[src/rtl/uart_pkg.sv]
// Shared UART definitions for the receive and transmit stages.
// Optional even-parity support is enabled by defining UART_RX_PARITY_EN.
package uart_pkg;

    localparam int   UART_DATA_BITS  = 8;
    localparam logic UART_IDLE_LEVEL = 1'b1;

`ifdef UART_RX_PARITY_EN
    typedef enum logic [2:0] {
        RX_IDLE,
        RX_START,
        RX_DATA,
        RX_PARITY,
        RX_STOP,
        RX_BREAK
    } rx_state_t;

    function automatic logic even_parity(input logic [UART_DATA_BITS-1:0] data);
        return ^data;
    endfunction
`else
    typedef enum logic [2:0] {
        RX_IDLE,
        RX_START,
        RX_DATA,
        RX_STOP,
        RX_BREAK
    } rx_state_t;
`endif

endpackage

[src/rtl/uart_sync2.sv]
// Two-flop synchronizer for a single asynchronous input; both flops reset to
// RESET_LEVEL so an idle-high line does not glitch low out of reset.
module uart_sync2
    import uart_pkg::*;
#(
    parameter logic RESET_LEVEL = UART_IDLE_LEVEL
) (
    input  logic clock,
    input  logic reset,
    input  logic d,
    output logic q
);

    logic meta;

    always_ff @(posedge clock or negedge reset) begin
        if (!reset) begin
            meta <= RESET_LEVEL;
            q    <= RESET_LEVEL;
        end else begin
            // NOTE: non-blocking assignments keep this a true two-stage shift.
            meta <= d;
            q    <= meta;
        end
    end

endmodule

[src/rtl/uart_receive.sv]
// UART receiver: start, 8 data bits LSB first, optional even parity, one stop bit.
// Define UART_RX_PARITY_EN to add the parity bit and the parity_error output.
module uart_receive
    import uart_pkg::*;
#(
    parameter int clockperbit = 16
) (
    input  logic                      clock,
    input  logic                      reset,
    input  logic                      rx,
    output logic [UART_DATA_BITS-1:0] rxdata,
    output logic                      rxvalid,
    input  logic                      rxack,
    output logic                      frame_error,
    output logic                      overrun,
`ifdef UART_RX_PARITY_EN
    output logic                      parity_error,
`endif
    input  logic                      clear_err
);

    localparam int              CNT_W    = $clog2(clockperbit);
    localparam logic [CNT_W-1:0] HALF_BIT = CNT_W'(clockperbit / 2);
    localparam logic [CNT_W-1:0] FULL_BIT = CNT_W'(clockperbit - 1);

    rx_state_t                 state, state_next;
    logic                      rx_s;
    logic [CNT_W-1:0]          cnt, cnt_value;
    logic [2:0]                idx;
    logic [UART_DATA_BITS-1:0] shift;

    logic cnt_load, cnt_dec, idx_clear, idx_inc;
    logic data_sample, byte_done, stop_bad;

    uart_sync2 u_sync (
        .clock (clock),
        .reset (reset),
        .d     (rx),
        .q     (rx_s)
    );

    always_ff @(posedge clock or negedge reset) begin
        if (!reset) state <= RX_IDLE;
        else        state <= state_next;
    end

`ifdef UART_RX_PARITY_EN
    logic parity_sample;
`endif

    always_comb begin
        // NOTE: every output gets a default first so no path infers a latch.
        state_next  = state;
        cnt_load    = 1'b0;
        cnt_value   = FULL_BIT;
        cnt_dec     = 1'b0;
        idx_clear   = 1'b0;
        idx_inc     = 1'b0;
        data_sample = 1'b0;
        byte_done   = 1'b0;
        stop_bad    = 1'b0;
`ifdef UART_RX_PARITY_EN
        parity_sample = 1'b0;
`endif
        unique case (state)
            RX_IDLE: begin
                if (rx_s != UART_IDLE_LEVEL) begin
                    state_next = RX_START;
                    cnt_load   = 1'b1;
                    cnt_value  = HALF_BIT;
                end
            end
            RX_START: begin
                if (cnt != '0) begin
                    cnt_dec = 1'b1;
                end else if (rx_s == UART_IDLE_LEVEL) begin
                    state_next = RX_IDLE;  // glitch shorter than half a bit
                end else begin
                    state_next = RX_DATA;
                    cnt_load   = 1'b1;
                    idx_clear  = 1'b1;
                end
            end
            RX_DATA: begin
                if (cnt != '0) begin
                    cnt_dec = 1'b1;
                end else begin
                    data_sample = 1'b1;
                    cnt_load    = 1'b1;
                    if (idx == 3'd7) begin
`ifdef UART_RX_PARITY_EN
                        state_next = RX_PARITY;
`else
                        state_next = RX_STOP;
`endif
                    end else begin
                        idx_inc = 1'b1;
                    end
                end
            end
`ifdef UART_RX_PARITY_EN
            RX_PARITY: begin
                if (cnt != '0) begin
                    cnt_dec = 1'b1;
                end else begin
                    parity_sample = 1'b1;
                    cnt_load      = 1'b1;
                    state_next    = RX_STOP;
                end
            end
`endif
            RX_STOP: begin
                if (cnt != '0) begin
                    cnt_dec = 1'b1;
                end else if (rx_s == UART_IDLE_LEVEL) begin
                    byte_done  = 1'b1;
                    state_next = RX_IDLE;
                end else begin
                    stop_bad   = 1'b1;
                    state_next = RX_BREAK;
                end
            end
            RX_BREAK: begin
                if (rx_s == UART_IDLE_LEVEL) state_next = RX_IDLE;
            end
            default: state_next = RX_IDLE;
        endcase
    end

    always_ff @(posedge clock or negedge reset) begin
        if (!reset) begin
            cnt   <= '0;
            idx   <= '0;
            shift <= '0;
        end else begin
            if (cnt_load)     cnt <= cnt_value;
            else if (cnt_dec) cnt <= cnt - CNT_W'(1);

            if (idx_clear)    idx <= '0;
            else if (idx_inc) idx <= idx + 3'd1;

            if (data_sample)  shift[idx] <= rx_s;
        end
    end

    // A completing byte is accepted if the holding register is free or is
    // being acknowledged in the same cycle; otherwise it is dropped as overrun.
    always_ff @(posedge clock or negedge reset) begin
        if (!reset) begin
            rxdata      <= '0;
            rxvalid     <= 1'b0;
            overrun     <= 1'b0;
            frame_error <= 1'b0;
        end else begin
            frame_error <= stop_bad;
            if (byte_done && (!rxvalid || rxack)) begin
                rxdata  <= shift;
                rxvalid <= 1'b1;
            end else if (rxvalid && rxack) begin
                rxvalid <= 1'b0;
            end

            if (byte_done && rxvalid && !rxack) overrun <= 1'b1;
            else if (clear_err)                 overrun <= 1'b0;
        end
    end

`ifdef UART_RX_PARITY_EN
    logic parity_bad;

    always_ff @(posedge clock or negedge reset) begin
        if (!reset) begin
            parity_bad   <= 1'b0;
            parity_error <= 1'b0;
        end else begin
            if (parity_sample) parity_bad <= (rx_s != even_parity(shift));
            parity_error <= byte_done && parity_bad;
        end
    end
`endif

endmodule

[config.mk]
export PLATFORM = sky130hd
export DESIGN_NAME = uart_receive
export DESIGN_NICKNAME = d
export VERILOG_FILES = /design/src/rtl/uart_pkg.sv /design/src/rtl/uart_sync2.sv /design/src/rtl/uart_receive.sv
export SDC_FILE = /design/constraint.sdc
export NUM_CORES = 1
export LEC_CHECK = 0
export ABC_CLOCK_PERIOD_IN_PS = 2000
export CAP_MARGIN = 20
export CORE_MARGIN = 2
export CORE_UTILIZATION = 29
export DETAILED_ROUTE_END_ITERATION = 10
export GPL_TIMING_DRIVEN = 1
export PLACE_DENSITY = 0.52
export SLEW_MARGIN = 30
export SYNTH_ARGS = -nofsm -noshare
export SYNTH_HDL_FRONTEND = slang
export SYNTH_SLANG_ARGS = --single-unit
[constraint.sdc]
create_clock -name clock -period 2 [get_ports clock]
set_clock_uncertainty 0.2 [all_clocks]
set_input_delay 0.4 -clock clock [delete_from_list [all_inputs] [get_ports clock]]
set_output_delay 0.4 -clock clock [all_outputs]
set_load 0.02 [all_outputs]
Yosys cells after proc, flatten, opt, wreduce, memory -nomap -nowiden
Cells that the tools add are included.

Memories kept: 0. Bits in latches: 0. Bits in registers: 31. Bits in read-only memories: 0. Bits of input ports: 5. Bits in writable memories: 0. Output and inout bits: 11.

Equal/unequal tests: 11. Divide/modulo/power cells: 0. Bitwise operators: 0. Magnitude comparators: 2. Multiplexer cells: 37. Multipliers: 0. $add $sub $neg: 2. Reductions and logical operators: 16. Shifts and indexed selects: 0.

Operator list (count): $mux W3 (11); $mux W1 (19); $pmux W3 S5 (1); $ne A2 B2 Y1 const B (5); $bwmux W8 (1); $mux W4 (2); $reduce_bool A2 Y1 (4); $eq A3 B2 Y1 const B (2); $eq A3 B3 Y1 const B (2); $reduce_and A6 Y1 (1); $logic_and A1 B1 Y1 (5); $lt A3 B4 Y1 const B (1); $reduce_bool A4 Y1 (1); $sub A4 B1 Y4 const B (1); $add A3 B1 Y3 const B (1); $demux W1 S3 (1); $eq A3 B1 Y1 const B (1); $ge A3 B1 Y1 const B (1); $logic_not A3 Y1 (1); $pmux W1 S3 (1); $reduce_or A3 Y1 (1); $logic_not A1 Y1 (2); $mux W2 (1); $ne A2 B1 Y1 const B (1); $logic_or A1 B1 Y1 (1).

Depth between registers and ports, before layout
Gate-level depths: netlist (run 1).

Depth after elaboration: 6. Depth in mapped cells: 6.

Hierarchy
From an unflattened synthesis (run 1), not the netlist that was laid out.

Cell total of the unflattened synthesis: 133. Area total of the unflattened synthesis: 1508.9 um2.

By module, submodules not included: uart_receive (cells an instance 131, area an instance 1456.4 um2, instances 1); uart_sync2 (cells an instance 2, area an instance 52.6 um2, instances 1).

Worst setup path before layout (run 1)
No wires, ideal clock.

Path type: register to register. Start: register cnt[0]. End: register idx[0]. Arrival time: 1.647 ns. Setup slack: 0.075 ns. Path buffers: 1. Stages on the path, launching flop included: 7. Data required time: 1.723 ns. Cells stage by stage: dfrtp_1 inv_1 ha_1 or3b_1 clkbuf_1 or4_1 a21oi_1.

Longest elaborated chain between the ends: 4. Elaborated cells on any way between the ends: 7.

RTL lines: from (decl) (line uart_receive.sv:28) `logic [CNT_W-1:0] cnt, cnt_value;`; from (signal assigned) (line uart_receive.sv:136) `if (cnt_load) cnt <= cnt_value;`; from (signal assigned) (line uart_receive.sv:137) `else if (cnt_dec) cnt <= cnt - CNT_W'(1);`; $reduce_bool A4 Y1 * (line uart_receive.sv:74, uart_receive.sv:85); $mux W1, on equally long branches; $mux W1 (line uart_receive.sv:65) `unique case (state)`; $mux W3 / $reduce_bool A2 Y1 (equally long branches); to (signal assigned) (line uart_receive.sv:140) `else if (idx_inc) idx <= idx + 3'd1;`; to (decl) (line uart_receive.sv:29) `logic [2:0] idx;`.

Mark *: on every way between the ends. The rest lies on a longest branch, timed or not. A chain may end at the register's enable or synchronous reset.

Final worst setup path (run 1)
Ends and elaborated chain as after synthesis.

==> results.md, run 1 <==
- Status: finished, final reports clean
- Clock Tree Root: clkbuf_8
- Post-Syn Instances: 132
- Drt pass-1 iters: 4
- TNS Setup: 0 ns
- Final Hold Violating Endpoints: 0
- Syn avg cell area: 11.57 µm²
- Die area: 5865 µm²
- Mux cell area share after synthesis: 13.19%
- Final setup fails: 0
- Max-Cap Viols: 0
- R2R Path Start: cnt[0]$_DFFE_PN0P_
- Total grt overflow: 0
- Clk pwr share: 24.6%
- Slew margin rel.: 57.57%
- WHS Path Cells: 0
- Drt via density: 4.938
- Post-CTS Hold Fix Bufs: 0
- Top cell type by total area after synthesis: dfrtp_1
- CTS tree: yes
- Sink Count: 31
- Worst setup path start: cnt[0]$_DFFE_PN0P_
- Antenna violations before repair: 0
- Worst-case reg-to-reg path depth: 6
- CP Capture Type: register
- Top cell type's share of synthesized area: 47.50%
- Port Buf Inserts: 15
- Simple-Gate Fraction of Synth Area: 17.53%
- Adder-Cell Fraction of Synth Area: 3.276%
- CTS Buffer Depth: 2
- H-Tree Depth: 2
- Yosys warnings: 0
- Placer congestion estimate: 0.8024
- Worst-Margin Slew: 0.6306 ns
- CTS Buf Count: 5
- Total GRT Usage: 11.02%
- Initial Util: 29.91%
- Clk_lat worst skew: 0.28 ns
- Ys flop type: dfrtp_1
- Comb power frac: 31.8%
- Nets: 164
- Die Y: 76.58 µm
- Compound-Gate Fraction of Synth Area: 10.97%
- Ant diodes: 0
- Synth Net Count: 141
- Area delta synth->final: 25.14%
- Site row count: 26
- Final Cycle Share: 99.79%
- Layout cells sized above 1: 30.97%
- Crit path kind: register to register
- Starting DRT DRC Count: 37
- Max Clk Rate: 501.1 MHz
- Unique masters post-synth: 40
- Clock Pin Slew Worst Setup and Hold Paths: 0.07 ns
- NetSw: 0.0006538 W
- Pwr/cell area: 1027 nW/µm²
- Chip Width: 76.58 µm
- Vias in the first global route: 1,131
- Top-count cell post-synth: dfrtp_1
- Hold Path Sink: u_sync.q$_DFF_PN1_
- Hold path start: u_sync.meta$_DFF_PN1_
- Sequential-to-total area share from yosys stat: 50.94%
- FFs w/ async S/R, synth: 100.0%
- Drt drc: 0
- Largest family of logic cells by synthesized area: simple AND/OR/NAND/NOR gates
- Post-detail-place hpwl: 2.146 mm
- Static Leakage: 0.8487 nW
- Most area-consuming cells after synthesis: dfrtp_1 48%, mux2_2 13%, dfstp_2 3.4%
- Per-cell routed wire length: 13.63 µm
- First-pass GRT wire length: 5.154 mm
- Critical Path Start Type: register
- WL final: 3.066 mm
- Seq cells post-synth: 31
- Slew Viols, Final: 0
- WP data required: 1.95 ns
- Peak supply drop: 0.4845 mV
- Capturing point of the worst reg2reg path: idx[0]$_DFFE_PN0P_
- CP arrival: 1.95 ns
- Post-synthesis xor/xnor area fraction: 0%
- Largest net degree at the start of global routing: 32
- Post-synth EDFFs: 0
- Vias: 1,111
- Routed Antenna Nets: 0
- Post-layout minimum cycle time: 1.996 ns
- Switching portion of total power: 33.30%
- Max FO, Critical Path: 5
- Reg2Reg Setup Slack: 0.004 ns
- Type of the worst min-delay path: register to register
- Post-layout util: 37.43%
- Core Footprint: 5107 µm²
- Post-synth top cells: 29 x dfrtp_1, 17 x mux2_2, 6 x a21oi_1, 6 x inv_1, 6 x nand4b_1
- Pint: 0.001309 W
- Seq pwr share: 43.6%
- Synthesized cell area: 1528 µm²
- Num ports: 16
area by class of cell:
type,count,area (µm²)
fill,514,3196
sequential,31,778.2
multi-input combinational,86,710.7
timing repair buffer,25,225.2
tap,70,87.58
clock buffer,6,82.58
inverter,6,22.52
clock inverter,1,5.005
power by group through the flow:
| stage | logic [W] | clock network, W | registers [W] |
|---|---|---|---|
| global route | 0.000686 | 0.000532 | 0.000872 |
| global placement | 0.000581 | 0 | 0.000851 |
| finish | 0.000624 | 0.000483 | 0.000856 |
| CTS | 0.000610 | 0.000507 | 0.000851 |
| detailed placement | 0.000602 | 0 | 0.000855 |
| floorplan | 0.000482 | 0 | 0.000795 |
placed cells by master (no fill, tap or decap), types with 2 or more instances in the layout:
| master | instances |
|---|---|
| buf_4 | 10 |
| or2_2 | 3 |
| nand2_1 | 2 |
| nand4_1 | 5 |
| o31ai_1 | 3 |
| inv_1 | 5 |
| nor2_1 | 4 |
| a211o_1 | 2 |
| nor2b_1 | 3 |
| ha_1 | 3 |
| clkbuf_8 | 6 |
| a22oi_1 | 2 |
| nand3_1 | 3 |
| nand4b_1 | 6 |
| a21oi_1 | 5 |
| dfstp_2 | 2 |
| clkdlybuf4s50_1 | 15 |
| nor3b_2 | 2 |
| a211oi_1 | 3 |
| o21ai_0 | 2 |
| mux2_2 | 17 |
| dfrtp_1 | 29 |
metrics by stage:
step                      instances  setup WS [ns]  total power, W  cell area (µm²)  hold WS [ns]
after global routing            225       -0.06950        0.002089             1912        0.1586
after global placement          217        -0.1056        0.001432             1798        0.1468
final                           225       0.004272        0.001963             1912        0.1563
after CTS                       225        0.01834        0.001968             1899        0.1555
after floorplan                 132        0.07537        0.001277             1528      -0.09559
after detailed placement        217        -0.1329        0.001457             1798        0.1469
flip-flops by register name (all words and copies together), names as in the netlist:
name	count
shift	8
rxdata	8
overrun	1
u_sync.q	1
rxvalid	1
state	3
frame_error	1
cnt	4
u_sync.meta	1
idx	3
kinds of logic after synthesis:
family / after synthesis
AO/OA/AOI/OAI: 24
adder cells (fa/ha/maj): 4
buffers and inverters: 15
flip-flops: 31
multiplexers: 18
AND/OR/NAND/NOR: 40
how the worst max path moves through the flow:
| stage | cells after the start | to | slack, ns |
|---|---|---|---|
| floorplan | 6 | idx[0]$_DFFE_PN0P_ | 0.08 |
| global placement | 4 | rxdata[0]$_DFFE_PN0P_ | -0.11 |
| detailed placement | 4 | rxdata[7]$_DFFE_PN0P_ | -0.13 |
| CTS | 5 | idx[0]$_DFFE_PN0P_ | 0.02 |
| global route | 6 | idx[0]$_DFFE_PN0P_ | -0.07 |
| finish | 6 | idx[0]$_DFFE_PN0P_ | 0.004 |
worst max-delay path, cell delays in order, from the launching register on:
cell,delay (ns)
dfrtp_1,0.40
inv_1,0.09
ha_2,0.19
or3b_4,0.38
buf_4,0.16
o31ai_1,0.35
a21oi_2,0.10
layer usage:
layer	global-route usage [%]	share of wire [%]
met1	13.30	45
met2	18.23	50
met4	4.545	1.7
met3	3.436	3.1
met5	0	0
what timing repair did:
action                                  4_1_cts  5_1_grt
setup buffers                                 1        0
endpoints found under the setup margin        9        1
pin swaps                                     1        1
endpoints found under the hold margin         0        0
gates resized for setup                       1        5
(Power assumes the default switching activity.)
==> inputs of run 2 (changes only) <==
--- a/config.mk
+++ b/config.mk
@@ -5,13 +5,14 @@
 export SDC_FILE = /design/constraint.sdc
 export NUM_CORES = 1
 export LEC_CHECK = 0
-export ABC_CLOCK_PERIOD_IN_PS = 2000
+export ABC_CLOCK_PERIOD_IN_PS = 2300
 export CAP_MARGIN = 20
 export CORE_MARGIN = 2
-export CORE_UTILIZATION = 29
+export CORE_UTILIZATION = 40
 export DETAILED_ROUTE_END_ITERATION = 10
 export GPL_TIMING_DRIVEN = 1
-export PLACE_DENSITY = 0.52
+export HOLD_SLACK_MARGIN = 0.1
+export PLACE_DENSITY = 0.64
 export SLEW_MARGIN = 30
 export SYNTH_ARGS = -nofsm -noshare
 export SYNTH_HDL_FRONTEND = slang
==> constraint.sdc (replaced) <==
create_clock -name clock -period 2.3 [get_ports clock]
set_clock_uncertainty 0.2 [all_clocks]
set_input_delay 0.46 -clock clock [delete_from_list [all_inputs] [get_ports clock]]
set_output_delay 0.46 -clock clock [all_outputs]
set_load 0.02 [all_outputs]
==> run 2 against run 1 <==
Against the previous run:
- die area shrank 26%
- highest routed layer unchanged
- final cell count shrank 12%
- register-to-register slack gained 0.23 ns
- power shrank 15%
- global-route usage grew 4.5 points
- largest power group unchanged
==> results.md, run 2 (synthesized netlist as in run 1, its figures left out) <==
- Post-layout minimum cycle time: 2.064 ns
- Ant diodes: 0
- CP arrival: 2.06 ns
- Final Cycle Share: 89.73%
- Most frequent cells in the layout: 29 x dfrtp_1, 17 x mux2_2, 15 x clkdlybuf4s50_1
- Crit path kind: register to register
- Seq pwr share: 45.0%
- Slew margin rel.: 58.03%
- Critical Path Start Type: register
- Max stage delay cell, worst path: or4_1
- Drt via density: 5.432
- Max FO, Critical Path: 6
- Comb power frac: 29.3%
- Multi-input logic area: 691.9 µm²
- Drt drc: 0
- CTS Buffer Depth: 2
- Pint: 0.001116 W
- Largest net degree at the start of global routing: 32
- Total GRT Usage: 15.52%
- Slowest stage delay, CP: 0.49 ns
- Vias in the first global route: 1,139
- Final setup fails: 0
- Crit-path cells: inv_1 -> ha_1 -> or3b_1 -> or4_1 -> a21oi_1
- Final Hold Violating Endpoints: 0
- Crit path buffers/inverters: 1
- Crit-path leading delay family: simple AND/OR/NAND/NOR gates
- Max-Cap Viols: 0
- Static Leakage: 0.8235 nW
- NetSw: 0.0005532 W
- WL final: 2.781 mm
- RSZ-0062 raised after global routing: no
- Peak supply drop: 0.3959 mV
- Initial Util: 41.73%
- FF/Latch Area: 778.2 µm²
- CTS tree: yes
- Post-CTS Hold Fix Bufs: 0
- Chip Width: 65.80 µm
- Num ports: 16
- Site row count: 22
- Sink Count: 31
- Routed Antenna Nets: 0
- Clk_lat worst skew: 0.28 ns
- Area delta synth->final: 19.90%
- Type of the worst min-delay path: register to register
- Fill cells: 333
- Antenna violations before repair: 0
- Top flop regs: rxdata: 8 flops, shift: 8 flops, cnt: 4 flops
- Drt pass-1 iters: 4
- CTS Buf Count: 5
- Clock Pin Slew Worst Setup and Hold Paths: 0.06 ns
- Switching portion of total power: 33.14%
- Setup bufs post-CTS: 0
- Worst-Margin Slew: 0.6238 ns
- Placer congestion estimate: 0.8510
- Pwr/cell area: 911.4 nW/µm²
- Core Footprint: 3661 µm²
- Post-cts resize count: 0
- Slew Viols, Final: 0
- Vias: 1,081
- H-Tree Depth: 2
- Die Y: 65.80 µm
- Nets: 159
- Clk pwr share: 25.7%
- CP Capture Type: register
- Per-cell routed wire length: 13.97 µm
- WP data required: 2.30 ns
- Total grt overflow: 0
- Max Clk Rate: 484.5 MHz
- Post-detail-place hpwl: 1.965 mm
- Clock Tree Root: clkbuf_8
- Status: finished, final reports clean
- TNS Setup: 0 ns
- Die area: 4330 µm²
- Port Buf Inserts: 15
- First-pass GRT wire length: 5.099 mm
- Hold slack: 0.1559 ns
- Commonest non-fill, non-tap cell in the layout: dfrtp_1
- Starting DRT DRC Count: 32
- Layout cells sized above 1: 24.50%
## run 2: changes by cell type in the layout (fill, tap and decap cells not counted), sizes merged
cell | previous run | this run
buf | 10 | 5
clkbuf | 6 | 7
## run 2: per-stage QoR
step	power (W)	instances	util, %	worst slack, ns	area [µm²]
CTS	0.001690	199	50.03	0.2331	1832
global placement	0.001217	191	47.54	0.1558	1740
finish	0.001669	199	50.03	0.2362	1832
detailed placement	0.001243	191	47.54	0.1028	1740
global route	0.001804	199	50.03	0.06405	1832
floorplan	0.001110	132	-	0.3754	1528
## run 2: final timing paths
kind | from | end | slack, ns | cells after the start
max | cnt[1]$_DFFE_PN0P_ | idx[0]$_DFFE_PN0P_ | 0.24 | 5
min | u_sync.meta$_DFF_PN1_ | u_sync.q$_DFF_PN1_ | 0.16 | 0
max reg2reg | cnt[1]$_DFFE_PN0P_ | idx[0]$_DFFE_PN0P_ | 0.24 | 5
min reg2reg | u_sync.meta$_DFF_PN1_ | u_sync.q$_DFF_PN1_ | 0.16 | 0
max in group asynchronous | reset | u_sync.meta$_DFF_PN1_ | 1.21 | 2
min in group asynchronous | reset | state[1]$_DFFE_PN0P_ | 0.37 | 2
## run 2: per-layer routing
metal	wire length (µm)	track usage [%]	up-vias	part of all wire, %
met4	30	5.990	0	1.1
met5	0	0	-	0
met3	101	4.600	4	3.6
li1	-	-	533	-
met1	1284	19.23	523	46
met2	1364	25.38	21	49
## run 2: cell type report
class | count | share of cell area (%)
multi-input combinational | 86 | 37.77
inverter | 6 | 1.230
sequential | 31 | 42.49
tap | 48 | 3.279
clock buffer | 7 | 4.713
timing repair buffer | 20 | 10.25
clock inverter | 1 | 0.2732
## run 2: power by group through the flow
stage	sequential (W)	clock (W)	combinational, W
after global placement	0.000748	0	0.000469
after floorplan	0.000691	0	0.000419
after CTS	0.000749	0.000451	0.000490
after global routing	0.000769	0.000485	0.000550
after detailed placement	0.000758	0	0.000485
final	0.000751	0.000429	0.000489
## run 2: worst reg2reg max path, cell delays in order (launching register included)
cell     delay [ns]
dfrtp_1        0.38
inv_1          0.10
ha_1           0.18
or3b_1         0.46
or4_1          0.49
a21oi_1        0.17
==> inputs of run 3 (changes only) <==
--- a/config.mk
+++ b/config.mk
@@ -8,11 +8,11 @@
 export ABC_CLOCK_PERIOD_IN_PS = 2300
 export CAP_MARGIN = 20
 export CORE_MARGIN = 2
-export CORE_UTILIZATION = 40
+export CORE_UTILIZATION = 59
 export DETAILED_ROUTE_END_ITERATION = 10
 export GPL_TIMING_DRIVEN = 1
 export HOLD_SLACK_MARGIN = 0.1
-export PLACE_DENSITY = 0.64
+export PLACE_DENSITY = 0.87
 export SLEW_MARGIN = 30
 export SYNTH_ARGS = -nofsm -noshare
 export SYNTH_HDL_FRONTEND = slang
==> run 3 against run 2 <==
Against the previous run:
- die area shrank 30%
- utilization is 22 points higher
- sequential power barely moved
==> results.md, run 3 (synthesized netlist as in run 1, its figures left out) <==
- Nets: 158
- CTS Buffer Depth: 2
- Largest net degree at the start of global routing: 32
- Fill cells: 167
- First-pass GRT wire length: 4.443 mm
- Fin worst setup slack: 0.2272 ns
- Core Footprint: 2455 µm²
- Max-Cap Viols: 0
- Place WS: 0.1194 ns
- Top flop regs: rxdata: 8 flops, shift: 8 flops, cnt: 4 flops
- Crit path buffers/inverters: 1
- WP data required: 2.36 ns
- CTS Buf Count: 5
- Clk_lat worst skew: 0.33 ns
- Total grt overflow: 0
- Post-layout minimum cycle time: 2.073 ns
- Multi-input logic area: 691.9 µm²
- CTS tree: yes
- Post-cts resize count: 0
- Worst-Margin Slew: 0.6531 ns
- Area delta synth->final: 15.23%
- Sink Count: 31
- Per-cell routed wire length: 15.65 µm
- Clock Pin Slew Worst Setup and Hold Paths: 0.09 ns
- TNS Setup: 0 ns
- Most frequent cells in the layout: 29 x dfrtp_1, 17 x mux2_2, 15 x clkdlybuf4s50_1
- Static Leakage: 0.7998 nW
- Finished Layout Cells: 180
- Pwr/cell area: 867.9 nW/µm²
- Final setup fails: 0
- Routed Antenna Nets: 0
- Initial Util: 62.23%
- Placed Area: 1710 µm²
- Max Clk Rate: 482.4 MHz
- Setup bufs post-CTS: 0
- CP arrival: 2.13 ns
- Drt via density: 6.206
- Post-CTS Hold Fix Bufs: 0
- Layout cells sized above 1: 23.33%
- FF/Latch Area: 778.2 µm²
- RSZ-0062 raised after global routing: no
- Port Buf Inserts: 15
- Post-detail-place hpwl: 2.062 mm
- Total GRT Usage: 21.93%
- Commonest non-fill, non-tap cell in the layout: dfrtp_1
- Vias in the first global route: 1,051
- H-Tree Depth: 2
- Max stage delay cell, worst path: or4_1
- Die Y: 54.89 µm
- Slew margin rel.: 56.27%
- Critical Path Start Type: register
- Chip Width: 54.89 µm
- Final Cycle Share: 90.12%
- CP Capture Type: register
- Ant diodes: 0
- Type of the worst min-delay path: register to register
- Vias: 1,117
- Placer congestion estimate: 0.8440
- Crit path kind: register to register
- Final Instance Area: 1760 µm²
- Site row count: 18
- Crit-path cells: inv_1 -> ha_1 -> or3b_1 -> or4_1 -> a21oi_1
- Drt pass-1 iters: 4
- Placed cells: 172
- Num ports: 16
- Max FO, Critical Path: 6
- Antenna violations before repair: 0
- Final Hold Violating Endpoints: 0
- Clock Tree Root: clkbuf_4
- Post-layout util: 71.71%
- Die area: 3012 µm²
- Status: finished, final reports clean
- WL final: 2.817 mm
- Slew Viols, Final: 0
- Peak supply drop: 0.7087 mV
- Drt drc: 0
- Starting DRT DRC Count: 25
- Crit-path leading delay family: simple AND/OR/NAND/NOR gates
- Slowest stage delay, CP: 0.50 ns
## run 3: cell types whose count changed in the layout (fill, tap and decap cells not counted)
cell / previous run / this run
buf_4: 5 / 4
clkbuf_8: 6 / 0
clkbuf_1: 1 / 2
clkbuf_4: 0 / 5
## run 3: path summary, 6_finish.rpt
kind / startpoint / end / slack [ns] / depth (start not counted)
worst max-delay path: cnt[1]$_DFFE_PN0P_ / idx[0]$_DFFE_PN0P_ / 0.23 / 5
worst min-delay path: u_sync.meta$_DFF_PN1_ / u_sync.q$_DFF_PN1_ / 0.16 / 0
worst max register to register: cnt[1]$_DFFE_PN0P_ / idx[0]$_DFFE_PN0P_ / 0.23 / 5
worst min register to register: u_sync.meta$_DFF_PN1_ / u_sync.q$_DFF_PN1_ / 0.16 / 0
max in group asynchronous: reset / u_sync.meta$_DFF_PN1_ / 1.26 / 2
min in group asynchronous: reset / rxdata[7]$_DFFE_PN0P_ / 0.32 / 2
## run 3: where the power goes
| part | internal (W) | total, W | switching, W |
|---|---|---|---|
| clock network | 0.000119 | 0.000292 | 0.000173 |
| registers | 0.000629 | 0.000749 | 0.000120 |
| logic | 0.000244 | 0.000488 | 0.000244 |
## run 3: area by class of cell
type	instances	area share (%)
multi-input combinational	86	39.30
tap	30	2.132
inverter	6	1.279
timing repair buffer	19	10.23
sequential	31	44.21
clock inverter	1	0.2843
clock buffer	7	2.559
## run 3: per-layer routing
metal  vias to the layer above  track usage, %  wire length, µm
met5                         -               0                0
met4                         0           15.42               68
met3                         7           5.191               96
met2                        30           34.13             1439
met1                       548           26.43             1214
li1                        532               -                -
## run 3: stage by stage
| step | hold WS [ns] | power [W] |
|---|---|---|
| 5_1_grt | 0.1637 | 0.001637 |
| 3_5_place_dp | 0.1487 | 0.001244 |
| 2_1_floorplan | -0.03559 | 0.001110 |
| 4_1_cts | 0.1622 | 0.001541 |
| 3_3_place_gp | 0.1463 | 0.001209 |
| 6_report | 0.1607 | 0.001528 |
